$ cat src/rtl/ol_argmax_ctrl_pkg.sv
// Shared constants and types for the output-layer argmax sequencer.
package ol_argmax_ctrl_pkg;

    localparam int FP_W   = 32;
    localparam int N_OUT  = 10;
    localparam int IDX_W  = 4;
    localparam int LIDX_W = $clog2(N_OUT);

    typedef logic [FP_W-1:0] fp32_t;

    typedef enum logic [1:0] {
        S_LOAD = 2'd0,
        S_WAIT = 2'd1,
        S_OUT  = 2'd2
    } state_e;

endpackage

$ cat src/rtl/ol_argmax_ctrl_if.sv
// Neuron input stream and class-result handshake bundled as one interface.
interface ol_argmax_ctrl_if;
    import ol_argmax_ctrl_pkg::*;

    logic             in_valid;
    fp32_t            in_data;
    logic             in_ready;
    logic             res_valid;
    logic [IDX_W-1:0] res_data;
    logic             res_ready;

    modport slave (
        input  in_valid, in_data, res_ready,
        output in_ready, res_valid, res_data
    );

    modport master (
        output in_valid, in_data, res_ready,
        input  in_ready, res_valid, res_data
    );

endinterface

$ cat src/rtl/ol_argmax_ctrl_load_buf.sv
// Write-indexed neuron buffer; all entries are exposed flat to the findmax datapath.
module ol_load_buf
    import ol_argmax_ctrl_pkg::*;
(
    input  logic                    clk,
    input  logic                    rst,
    input  logic                    we_i,
    input  logic [LIDX_W-1:0]       widx_i,
    input  fp32_t                   wdata_i,
    output logic [N_OUT*FP_W-1:0]   fm_in_o
);

    fp32_t buf_q [N_OUT];

    always_ff @(posedge clk) begin
        if (rst) begin
            for (int i = 0; i < N_OUT; i++) begin
                buf_q[i] <= '0;
            end
        end else if (we_i) begin
            buf_q[widx_i] <= wdata_i;
        end
    end

    for (genvar i = 0; i < N_OUT; i++) begin : g_out
        assign fm_in_o[i*FP_W +: FP_W] = buf_q[i];
    end

endmodule

$ cat src/rtl/ol_argmax_ctrl.sv
// Collects one frame of output neurons, waits for findmax to settle, and hands out the class index.
//   state  | meaning
//   S_LOAD | accepting neuron words into the buffer
//   S_WAIT | buffer frozen, counting down the findmax settle time
//   S_OUT  | class index held on res_* until consumed
module ol_argmax_ctrl
    import ol_argmax_ctrl_pkg::*;
#(
    parameter int FM_LATENCY = 8,
    parameter int CNT_W      = 16
) (
    input  logic                    clk,
    input  logic                    rst,
    ol_argmax_ctrl_if.slave         bus,
    input  logic                    clear,
    output logic [N_OUT*FP_W-1:0]   fm_in,
    input  logic [IDX_W-1:0]        fm_result,
    output logic [CNT_W-1:0]        frame_cnt,
    output logic                    busy
);

    localparam int WCNT_W = (FM_LATENCY > 1) ? $clog2(FM_LATENCY) : 1;

    state_e              state_q, state_d;
    logic [LIDX_W-1:0]   idx_q, idx_d;
    logic [WCNT_W-1:0]   wcnt_q, wcnt_d;
    logic                res_valid_q, res_valid_d;
    logic [IDX_W-1:0]    res_data_q, res_data_d;
    logic [CNT_W-1:0]    frame_cnt_q, frame_cnt_d;
    logic                buf_we;

    ol_load_buf u_buf (
        .clk     (clk),
        .rst     (rst),
        .we_i    (buf_we),
        .widx_i  (idx_q),
        .wdata_i (bus.in_data),
        .fm_in_o (fm_in)
    );

    always_ff @(posedge clk) begin
        if (rst) begin
            state_q     <= S_LOAD;
            idx_q       <= '0;
            wcnt_q      <= '0;
            res_valid_q <= 1'b0;
            res_data_q  <= '0;
            frame_cnt_q <= '0;
        end else begin
            state_q     <= state_d;
            idx_q       <= idx_d;
            wcnt_q      <= wcnt_d;
            res_valid_q <= res_valid_d;
            res_data_q  <= res_data_d;
            frame_cnt_q <= frame_cnt_d;
        end
    end

    always_comb begin
        state_d     = state_q;
        idx_d       = idx_q;
        wcnt_d      = wcnt_q;
        res_valid_d = res_valid_q;
        res_data_d  = res_data_q;
        frame_cnt_d = frame_cnt_q;
        buf_we      = 1'b0;

        // clear wins over any beat or handshake in the same cycle
        if (clear) begin
            state_d     = S_LOAD;
            idx_d       = '0;
            wcnt_d      = '0;
            res_valid_d = 1'b0;
        end else begin
            case (state_q)
                S_LOAD: begin
                    if (bus.in_valid) begin
                        buf_we = 1'b1;
                        if (idx_q == LIDX_W'(N_OUT-1)) begin
                            idx_d   = '0;
                            wcnt_d  = WCNT_W'(FM_LATENCY-1);
                            state_d = S_WAIT;
                        end else begin
                            idx_d = idx_q + LIDX_W'(1);
                        end
                    end
                end
                S_WAIT: begin
                    if (wcnt_q == '0) begin
                        res_data_d  = fm_result;
                        res_valid_d = 1'b1;
                        state_d     = S_OUT;
                    end else begin
                        wcnt_d = wcnt_q - WCNT_W'(1);
                    end
                end
                S_OUT: begin
                    if (res_valid_q && bus.res_ready) begin
                        res_valid_d = 1'b0;
                        frame_cnt_d = frame_cnt_q + CNT_W'(1);
                        state_d     = S_LOAD;
                    end
                end
                default: begin
                    state_d = S_LOAD;
                end
            endcase
        end
    end

    assign bus.in_ready  = (state_q == S_LOAD);
    assign bus.res_valid = res_valid_q;
    assign bus.res_data  = res_data_q;
    assign frame_cnt     = frame_cnt_q;
    assign busy          = !((state_q == S_LOAD) && (idx_q == '0));

endmodule

$ cat src/flat_wrapper.sv
// flat-port wrapper written by rule: the top's interface ports become plain ports
module ol_argmax_ctrl_flat import ol_argmax_ctrl_pkg::*;
#(
    parameter int FM_LATENCY = 8,
    parameter int CNT_W      = 16
)
  (clk, rst, clear, fm_in, fm_result, frame_cnt, busy, bus_in_valid, bus_in_data, bus_res_ready, bus_in_ready, bus_res_valid, bus_res_data);
  ol_argmax_ctrl_if bus_i ();
  input  logic clk;
  input  logic rst;
  input  logic clear;
  output logic [N_OUT*FP_W-1:0] fm_in;
  input  logic [IDX_W-1:0] fm_result;
  output logic [CNT_W-1:0] frame_cnt;
  output logic busy;
  input wire logic [$bits(bus_i.in_valid)-1:0] bus_in_valid;
  input wire logic [$bits(bus_i.in_data)-1:0] bus_in_data;
  input wire logic [$bits(bus_i.res_ready)-1:0] bus_res_ready;
  output wire logic [$bits(bus_i.in_ready)-1:0] bus_in_ready;
  output wire logic [$bits(bus_i.res_valid)-1:0] bus_res_valid;
  output wire logic [$bits(bus_i.res_data)-1:0] bus_res_data;
  assign bus_i.in_valid = bus_in_valid;
  assign bus_i.in_data = bus_in_data;
  assign bus_i.res_ready = bus_res_ready;
  assign bus_in_ready = bus_i.in_ready;
  assign bus_res_valid = bus_i.res_valid;
  assign bus_res_data = bus_i.res_data;
  ol_argmax_ctrl #(.FM_LATENCY(FM_LATENCY), .CNT_W(CNT_W)) u_core (.clk(clk), .rst(rst), .bus(bus_i), .clear(clear), .fm_in(fm_in), .fm_result(fm_result), .frame_cnt(frame_cnt), .busy(busy));
endmodule
$ cat config.mk
export PLATFORM = sky130hd
export DESIGN_NAME = ol_argmax_ctrl_flat
export DESIGN_NICKNAME = d
export VERILOG_FILES = /design/src/rtl/ol_argmax_ctrl_pkg.sv /design/src/rtl/ol_argmax_ctrl_if.sv /design/src/rtl/ol_argmax_ctrl_load_buf.sv /design/src/rtl/ol_argmax_ctrl.sv /design/src/flat_wrapper.sv
export SDC_FILE = /design/constraint.sdc
export NUM_CORES = 1
export LEC_CHECK = 0
export ABC_AREA = 1
export BUFFER_PORTS_ARGS = -buffer_cell sky130_fd_sc_hd__buf_2
export CORE_UTILIZATION = 51
export CTS_BUF_LIST = sky130_fd_sc_hd__clkbuf_4 sky130_fd_sc_hd__clkbuf_8 sky130_fd_sc_hd__clkbuf_16
export CTS_CLUSTER_DIAMETER = 150
export DETAILED_ROUTE_END_ITERATION = 7
export PLACE_DENSITY_LB_ADDON = 0.08
export REMOVE_ABC_BUFFERS = 1
export SETUP_SLACK_MARGIN = 0.02
export SLEW_MARGIN = 20
export SYNTH_ARGS = -nofsm -noshare
export SYNTH_HDL_FRONTEND = slang
export SYNTH_HIERARCHICAL = 1
export SYNTH_SLANG_ARGS = --single-unit
$ cat constraint.sdc
create_clock -name clk -period 3.7 [get_ports clk]
set_clock_uncertainty 0.05 [all_clocks]
set_input_delay 0.37 -clock clk [delete_from_list [all_inputs] [get_ports clk]]
set_output_delay 0.37 -clock clk [all_outputs]
set_load 0.01 [all_outputs]
== Yosys cells after proc, flatten, opt, wreduce, memory -nomap -nowiden ==
Memory sizes are Yosys's and may differ from the RTL's.
Cells that the tools add are included.

* Memory bits (writable): 320
* Word-level logic and storage cells: 59
* Bits in registers: 30
* Bits of input ports: 41
* Memories kept: 1

{| class="wikitable"
|+ Memory list
! name !! depth !! bits a word !! rd ports !! clocked after memory_dff !! wr ports !! line !! text
|-
| u_core.u_buf.buf_q || 10 || 32 || 10 || 0 || 10 || ol_argmax_ctrl_load_buf.sv:13 || <nowiki>fp32_t buf_q [N_OUT];</nowiki>
|}

* Muxes and demuxes: 24
* Bitwise operators: 1
* Equality and inequality tests: 8
* Reduce and logical (&&, ||, !) cells: 16
* $add $sub $neg: 3

{| class="wikitable"
|+ Operators with widths
! operator !! count
|-
| 32-bit 2-to-1 mux || 1
|-
| 32-bit OR reduction || 1
|-
| 16-bit by 1-bit adder with 16-bit output, second input constant || 1
|-
| 1-bit 2-to-1 mux || 11
|-
| 3-bit 2-to-1 mux || 3
|-
| 3-bit AND reduction || 3
|-
| 2-bit 2-to-1 mux || 4
|-
| 4-bit 2-to-1 mux || 2
|-
| 4-bit AND reduction || 2
|-
| 2-bit by 1-bit != test with 1-bit output, second input constant || 3
|-
| 2-bit case mux with 3 select lines || 1
|-
| 3-bit case mux with 2 select lines || 1
|-
| 4-bit by 1-bit adder with 4-bit output, second input constant || 1
|-
| 4-bit == test, second input constant || 1
|-
| 4-bit zero test || 1
|-
| 2-bit != test, second input constant || 2
|-
| 2-bit nonzero test || 2
|-
| 3-bit zero test || 1
|-
| 3-bit by 1-bit subtractor with 3-bit output, second input constant || 1
|-
| 2-bit by 1-bit == test with 1-bit output, second input constant || 1
|-
| 2-bit == test, second input constant || 1
|-
| 1-bit logical AND || 2
|-
| 2-bit zero test || 1
|-
| 1-bit case mux with 2 select lines || 1
|-
| 4 further kinds || 4
|}

== Depth between registers and ports, before layout ==
Gate-level depths: netlist (run 1).

* Depth after elaboration: 8
* Depth in mapped cells: 11
* Mapped depth without buffers: 10

== By module ==
Netlist (run 1), hierarchy kept.

{| class="wikitable"
|+ Modules (own cells, without submodules)
! module !! seq. area each (µm²) !! area an instance (µm²) !! times used !! cells each
|-
| ol_load_buf || 9609.2 || 11220.8 || 1 || 740
|-
| ol_argmax_ctrl || 600.6 || 1532.7 || 1 || 238
|}

== Least setup slack after synthesis (run 1) ==
OpenSTA, ideal clock, no wires.

* Kind: register to register
* Start point: register u_core.state_q[0]
* End point: memory u_core/u_buf/buf_q[9][0] (netlist name) (enable)
* Cell stages (with the launch flop): 11
* Period minus slack after synthesis: 2.798 ns
* Arrival: 2.327 ns
* Slack: 0.902 ns
* Cell sequence: dfxtp_1 inv_1 nand2_1 nor2_1 inv_1 nor2_1 inv_1 nor2_2 o21ai_1 inv_1 nor2_1

{| class="wikitable"
|+ RTL lines
! item !! line !! text
|-
| from (decl) || ol_argmax_ctrl.sv:24 || <nowiki>state_e state_q, state_d;</nowiki>
|-
| from (signal assigned) || ol_argmax_ctrl.sv:50 || <nowiki>state_q <= state_d;</nowiki>
|-
| to (decl) || ol_argmax_ctrl_load_buf.sv:13 ||
|}

==> impl_metrics.csv, run 1 <==
group,metric,value,unit
cells_and_area,drive_above_1_share,34.4,%
placed_design,dp_hpwl,24000,um
pwr,p_per_area,511,mW/mm2
sta,grt_setup_unrepaired,"false",
cells_and_area,num-fill-cells,1910,
cells_and_area,finalNetCount,1429,
cts,hold_buffers,0,
critical_path,path_cells,"inv_1 > nand2_1 > nor2_1 > inv_1 > nor2_1 > nand3_1 > nor2_1 > nand2_2 > nand2_2",
route,drt.antenna.violating_nets,0,
critical_path,crit_buf_inv,2,
sta,post-route-period-util,72.7,%
route,drc,0,
placed_design,placed_area,0.0152,mm2
cts,cts_setup_buffers,0,
route,firstDrtPassIters,5,
sta,holdWs,32.9,ps
yosys,ys_ff_latch,350,
flow_run,drv_cap,0,
pwr,ir_worst_vdd,0.000340,V
sta,fmax,372,MHz
global_routing,grt_start_max_net_pins,33,
yosys,syn_inst,978,
yosys,yosys_warnings,6,
sta,slew_violations,0,
pwr,p_total,8.32,mW
sta,setup_slack,1010,ps
global_routing,grt.overflow.total,0,
floorplanning,initial_utilization,52.3,%
global_routing,grt_use_met1,36.1,%
route,viasPerCell,5.14,
run_status,status,"finished, final reports clean",
global_routing,antenna_found_initial,1,
cts,insertion_delay,510,ps
floorplanning,die_width,160,um
cells_and_area,post-route-cell-area,0.0163,mm2
cells_and_area,final_core_util,66.7,%
yosys,synth_edf_count,320,
yosys,avgSynthCellArea,13.0,um2
sta,finalSetupViolations,0,
floorplanning,die_y,160,um
global_routing,grt_pass1_vias,8381,
critical_path,crit_top_cell,"nor2_1",
floorplanning,design.die.area,0.0256,mm2
global_routing,use_met2,47.8,%
cells_and_area,area_delta_synth_final,27.6,%
floorplanning,row_count,57,
global_routing,grtUsageTotal,28.4,%
yosys,async_flop_share,0,%
yosys,synth_top_area_share,75.3,%
cts,numCtsBuffers,36,
critical_path,crit_family,"simple AND/OR/NAND/NOR gates",
global_routing,grt_pass1_wl,52700,um
yosys,synth_area_leader_cell,"edfxtp_1",
critical_path,slowest_delay,710,ps
yosys,syn_area,0.0128,mm2
sta,worst_slew_pin_slew,958,ps
placed_design,place_ws,956,ps
sta,relSlewSlack,35.9,%
yosys,ys_seq_area_share,80.1,%
yosys,synthTopCellsByCount,"nor2_1, edfxtp_1, nand2_1",
route,wire_per_inst,21.3,um
yosys,yosysUniqueCellTypes,26,
pwr,p_leak,6.99,nW
cells_and_area,seqCellArea,0.0102,mm2
placed_design,place.port_buffers,383,
yosys,yosys-top-cells-area,"edfxtp_1, nor2_1, dfxtp_1",
cts,root_buffer,"clkbuf_16",
critical_path,cp_data_arrival_time,2780,ps
min_path,hold_path.class,"in2reg",
sta,finalCriticalPeriod,2690,ps
critical_path,worst-path-max-fanout,32,
route,vias,8908,
cells_and_area,multi_input_area,0.00213,mm2
cts,cts_sinks,350,
critical_path,crit_path_start_kind,"register",
critical_path,cp_data_required_time,3790,ps
route,wl,36800,um
cts,cts_tree,"built",
global_routing,use_met3,6.21,%
critical_path,critPathKind,"reg2reg",
route,drt-initial-drc-count,848,
placed_design,place.gp.congestion,0.845,
critical_path,cp-end-kind,"register",
yosys,synthFlopType,"edfxtp_1",
cts,htreeDepth,2,
floorplanning,ios,384,
yosys,synth.most_common_cell,"nor2_1",
cts,cts_resized,0,
floorplanning,core_region_area,0.0244,mm2
cts,cts.path.max_buffers,3,
sta,hold_viol,0,
critical_path,slowest_stage,"nand2_2",
global_routing,grt_busiest_layer,"met2",
cts,cts.reportedPaths.clkPinSlew,60,ps
## where the power goes
| part | internal [mW] | switching [mW] |
|---|---|---|
| Combinational | 0.131 | 0.312 |
| Sequential | 4.44 | 0.0423 |
| Clock | 1.96 | 1.43 |
## state kept, by name (all words and copies together), names as in the netlist
signal / flops
u_core/state_q: 2
u_core/bus.res_valid: 1
u_core/frame_cnt: 16
u_core/u_buf/buf_q: 320
u_core/wcnt_q: 3
u_core/bus.res_data: 4
u_core/idx_q: 4
## cell families (layout without fill, tap and decap cells)
family | count (synthesis) | after routing | synth area share [%]
simple gates | 486 | 486 | 15.0
other cells | 0 | 1 | 0
compound gates | 24 | 24 | 0.981
flops | 350 | 350 | 80.1
buf+inv | 114 | 543 | 3.57
fa+ha+maj | 3 | 3 | 0.294
xor+xnor | 1 | 1 | 0.0687
## worst min-delay path, cell delays in order
cell and delay [ps]:
buf_2 70, nor2_1 30, nor2_1 80
## final timing paths
| path | from | to | slack (ps) | depth (start not counted) |
|---|---|---|---|---|
| max | u_core/state_q[0] | u_core/u_buf/buf_q[5][25] | 1010 | 9 |
| min | fm_result[0] | u_core/bus.res_data[0] | 30 | 3 |
| max reg2reg | u_core/state_q[0] | u_core/u_buf/buf_q[5][25] | 1010 | 9 |
| min reg2reg | u_core/frame_cnt[0] | u_core/frame_cnt[0] | 440 | 1 |
## per-stage QoR
| stage | setup TNS (ps) | std cells |
|---|---|---|
| 2_1_floorplan | -507 | 946 |
| 5_1_grt | 0 | 1732 |
| 3_5_place_dp | 0 | 1671 |
| 4_1_cts | 0 | 1731 |
| 3_3_place_gp | 0 | 1671 |
| 6_report | 0 | 1732 |
## area by class of cell
class,count,area share [%]
Clock buffer,45,6.06
Sequential cell,350,62.7
Multi-Input combinational cell,514,13.1
Tap cell,324,2.49
Inverter,82,1.89
Antenna cell,1,0.0154
Clock inverter,15,0.630
Timing Repair Buffer,401,13.1
## layer usage
| layer | vias up | routed length, um | share of wire [%] |
|---|---|---|---|
| met4 | 0 | 1410 | 3.8 |
| met1 | 4255 | 13600 | 37 |
| met3 | 78 | 3620 | 9.8 |
| met2 | 521 | 18200 | 49 |
| met5 | - | 0 | 0 |
| li1 | 4054 | - | - |
## cell usage in the layout, fill, tap and decap left out
cell type / Yosys / final
nor2_4: 4 / 6
inv_6: 0 / 2
nor2_2: 2 / 1
nand2_2: 3 / 16
nand2_4: 1 / 1
o21ai_0: 12 / 12
a31oi_1: 1 / 1
clkinv_1: 0 / 4
bufinv_16: 0 / 1
buf_2: 19 / 383
o21ai_1: 3 / 3
nand3_1: 15 / 15
edfxtp_1: 320 / 320
clkbuf_4: 0 / 8
nand3_2: 1 / 1
xor2_1: 1 / 1
buf_12: 0 / 6
nor3_1: 1 / 1
buf_4: 1 / 12
a21oi_1: 7 / 7
nand2_1: 109 / 96
inv_2: 2 / 2
nor2_1: 344 / 343
nand4_1: 5 / 5
dfxtp_1: 30 / 30
a2bb2oi_1: 1 / 1
clkbuf_16: 0 / 37
ha_1: 3 / 3
nand3b_1: 1 / 1
inv_1: 80 / 80
diode_2: 0 / 1
clkinv_2: 0 / 8
No activity file was read; power rests on OpenSTA's default activity.
==> run 2, diff against run 1 <==
--- a/config.mk
+++ b/config.mk
@@ -7,7 +7,7 @@
 export LEC_CHECK = 0
 export ABC_AREA = 1
 export BUFFER_PORTS_ARGS = -buffer_cell sky130_fd_sc_hd__buf_2
-export CORE_UTILIZATION = 51
+export CORE_UTILIZATION = 46
 export CTS_BUF_LIST = sky130_fd_sc_hd__clkbuf_4 sky130_fd_sc_hd__clkbuf_8 sky130_fd_sc_hd__clkbuf_16
 export CTS_CLUSTER_DIAMETER = 150
 export DETAILED_ROUTE_END_ITERATION = 7
==> constraint.sdc (replaced) <==
create_clock -name clk -period 2.35 [get_ports clk]
set_clock_uncertainty 0.05 [all_clocks]
set_input_delay 0.235 -clock clk [delete_from_list [all_inputs] [get_ports clk]]
set_output_delay 0.235 -clock clk [all_outputs]
set_load 0.01 [all_outputs]
==> run 2 against run 1 <==
Critical path depth is 2 higher. Worst hold slack improved by 29 ps. Sequential power up 57%. Setup slack lost 850 ps. First-iteration DRC count down 22%. Register-to-register slack worse by 850 ps. Final cell count is 4.6% higher. Wire length increased by 1.1%. Clock power up 67%. Sequential cell count unchanged. Sequential share of layout area is 1.9 points lower. Power grew 62%. Critical path type unchanged. Largest cell class unchanged.
==> impl_metrics.csv, run 2 (synthesized netlist as in run 1, its figures left out) <==
group,metric,value,unit
critical_path,ff2ff_setup_slack,160,ps
min_path,hold_path.class,"in2reg",
critical_path,crit_family,"simple AND/OR/NAND/NOR gates",
pwr,p_leak,7.19,nW
floorplanning,ios,384,
sta,finalCriticalPeriod,2190,ps
critical_path,reg2reg_depth,11,
cells_and_area,num-fill-cells,2255,
critical_path,cp-end-kind,"register",
global_routing,grt.overflow.total,0,
placed_design,place.gp.congestion,0.811,
floorplanning,core_region_area,0.0271,mm2
route,wl,37200,um
cts,root_buffer,"clkbuf_16",
cells_and_area,largest_register_ffs,320,
cts,numCtsBuffers,37,
critical_path,cp_data_arrival_time,2510,ps
cts,cts.reportedPaths.clkPinSlew,60,ps
floorplanning,initial_utilization,47.1,%
cts,cts.path.max_buffers,3,
route,wire_per_inst,20.6,um
cts,cts_sinks,350,
sta,slew_violations,0,
critical_path,r2r_end,"u_core/u_buf/buf_q[2][19]",
flow_run,drv_cap,0,
sta,finalSetupViolations,0,
route,viasPerCell,4.90,
route,drt-initial-drc-count,658,
floorplanning,design.die.area,0.0284,mm2
cells_and_area,largest_register,"u_core/u_buf/buf_q",
critical_path,worst-path-max-fanout,13,
global_routing,grt_start_max_net_pins,33,
placed_design,place_ws,118,ps
cts,cts_tree,"built",
critical_path,crit_path_start_kind,"register",
pwr,p_per_area,803,mW/mm2
cells_and_area,seqCellArea,0.0102,mm2
cts,htreeDepth,2,
critical_path,crit_top_cell,"inv_1",
floorplanning,row_count,60,
sta,fmax,456,MHz
sta,relSlewSlack,57.6,%
global_routing,grtUsageTotal,25.9,%
cells_and_area,drive_above_1_share,37.0,%
pwr,p_total,13.5,mW
cells_and_area,mostFrequentLayoutCell,"buf_2",
cells_and_area,area_delta_synth_final,31.6,%
critical_path,slowest_delay,340,ps
route,drt.antenna.violating_nets,0,
global_routing,grt_pass1_wl,53800,um
placed_design,place.port_buffers,383,
cells_and_area,layout_common_cells,"buf_2, nor2_1, edfxtp_1",
cells_and_area,finalNetCount,1457,
sta,post-route-period-util,93.3,%
critical_path,crit_buf_inv,5,
pwr,ir_worst_vdd,0.000685,V
min_path,whs_endpoint,"u_core/u_buf/buf_q[9][26]",
floorplanning,die_y,169,um
min_path,hold_start,"bus_in_data[26]",
sta,worst_slew_pin_slew,635,ps
floorplanning,die_width,169,um
route,firstDrtPassIters,5,
cts,cts_setup_buffers,0,
sta,holdWs,62.4,ps
run_status,status,"finished, final reports clean",
route,drc,0,
global_routing,grt_pass1_vias,8522,
critical_path,slowest_stage,"nand2_1",
critical_path,r2r_start,"u_core/state_q[0]",
global_routing,antenna_found_initial,0,
critical_path,critPathKind,"reg2reg",
sta,setup_slack,157,ps
cts,insertion_delay,510,ps
sta,grt_setup_unrepaired,"true",
min_path,min_path_cells,3,
route,vias,8873,
critical_path,cp_data_required_time,2660,ps
cells_and_area,antenna_cells,0,
cells_and_area,multi_input_area,0.00220,mm2
critical_path,path_cells,"inv_1 > nand2_1 > nor2_2 > inv_1 > nor2_1 > buf_4 > inv_1 > nor2_4 > buf_4 > nand2_1 > nor2_1",
cells_and_area,final_core_util,61.9,%
placed_design,dp_hpwl,25000,um
sta,hold_viol,0,
## run 2: changes by cell type in the layout (fill, tap and decap cells not counted), moves of 4 or more
cell           change
nor2_1             -4
dlygate4sd3_1      +5
buf_6              +4
nand2_1           -19
nand2_2           +19
buf_4             +14
buf_12             +4
## run 2: cell type report
type	instances	area share (%)
clock buffers	47	6.17
clock inverters	19	0.895
inverters	82	1.83
multi-input cells	514	13.1
flip-flops and latches	350	60.9
well taps	372	2.77
repair buffers	428	14.3
## run 2: power breakdown
group          leakage [nW]  switching (mW)  internal (mW)  total, mW
Sequential             3.54          0.0638           6.99       7.05
Clock                 0.592            2.32           3.35       5.67
Combinational          3.06           0.507          0.248      0.755
## run 2: timing repair
action,CTS,global route
hold buffers,5,0
hold endpoints to repair,5,0
setup endpoints to repair,0,538
resized for setup,0,24
## run 2: worst min-delay path: stages
cell	delay, ps
buf_2	80
nand2_2	120
inv_1	80
## run 2: layer usage
layer | share of wire [%] | global-route usage (%) | vias up
met5 | 0 | 0 | -
met4 | 1.8 | 6.48 | 0
met2 | 49 | 43.8 | 381
li1 | - | - | 4125
met3 | 7.8 | 6.15 | 43
met1 | 41 | 33.8 | 4324
## run 2: metrics by stage
step | std cells | setup TNS (ps) | cell area (um2)
floorplan | 946 | -265780 | 12600
global placement | 1741 | 0 | 15500
detailed placement | 1741 | 0 | 15500
CTS | 1812 | 0 | 16700
global route | 1812 | -710 | 16800
finish | 1812 | 0 | 16800
## run 2: worst max path at each step
stage | slack [ps] | end | startpoint | cells past startpoint
2_1_floorplan | -1360 | u_core/u_buf/buf_q[1][0] | u_core/state_q[0] | 10
3_3_place_gp | 180 | u_core/u_buf/buf_q[4][7] | u_core/state_q[0] | 10
3_5_place_dp | 120 | u_core/u_buf/buf_q[5][2] | u_core/state_q[0] | 10
4_1_cts | 100 | u_core/u_buf/buf_q[4][5] | u_core/state_q[0] | 11
5_1_grt | -60 | u_core/u_buf/buf_q[4][19] | u_core/state_q[0] | 11
6_report | 160 | u_core/u_buf/buf_q[2][19] | u_core/state_q[0] | 11
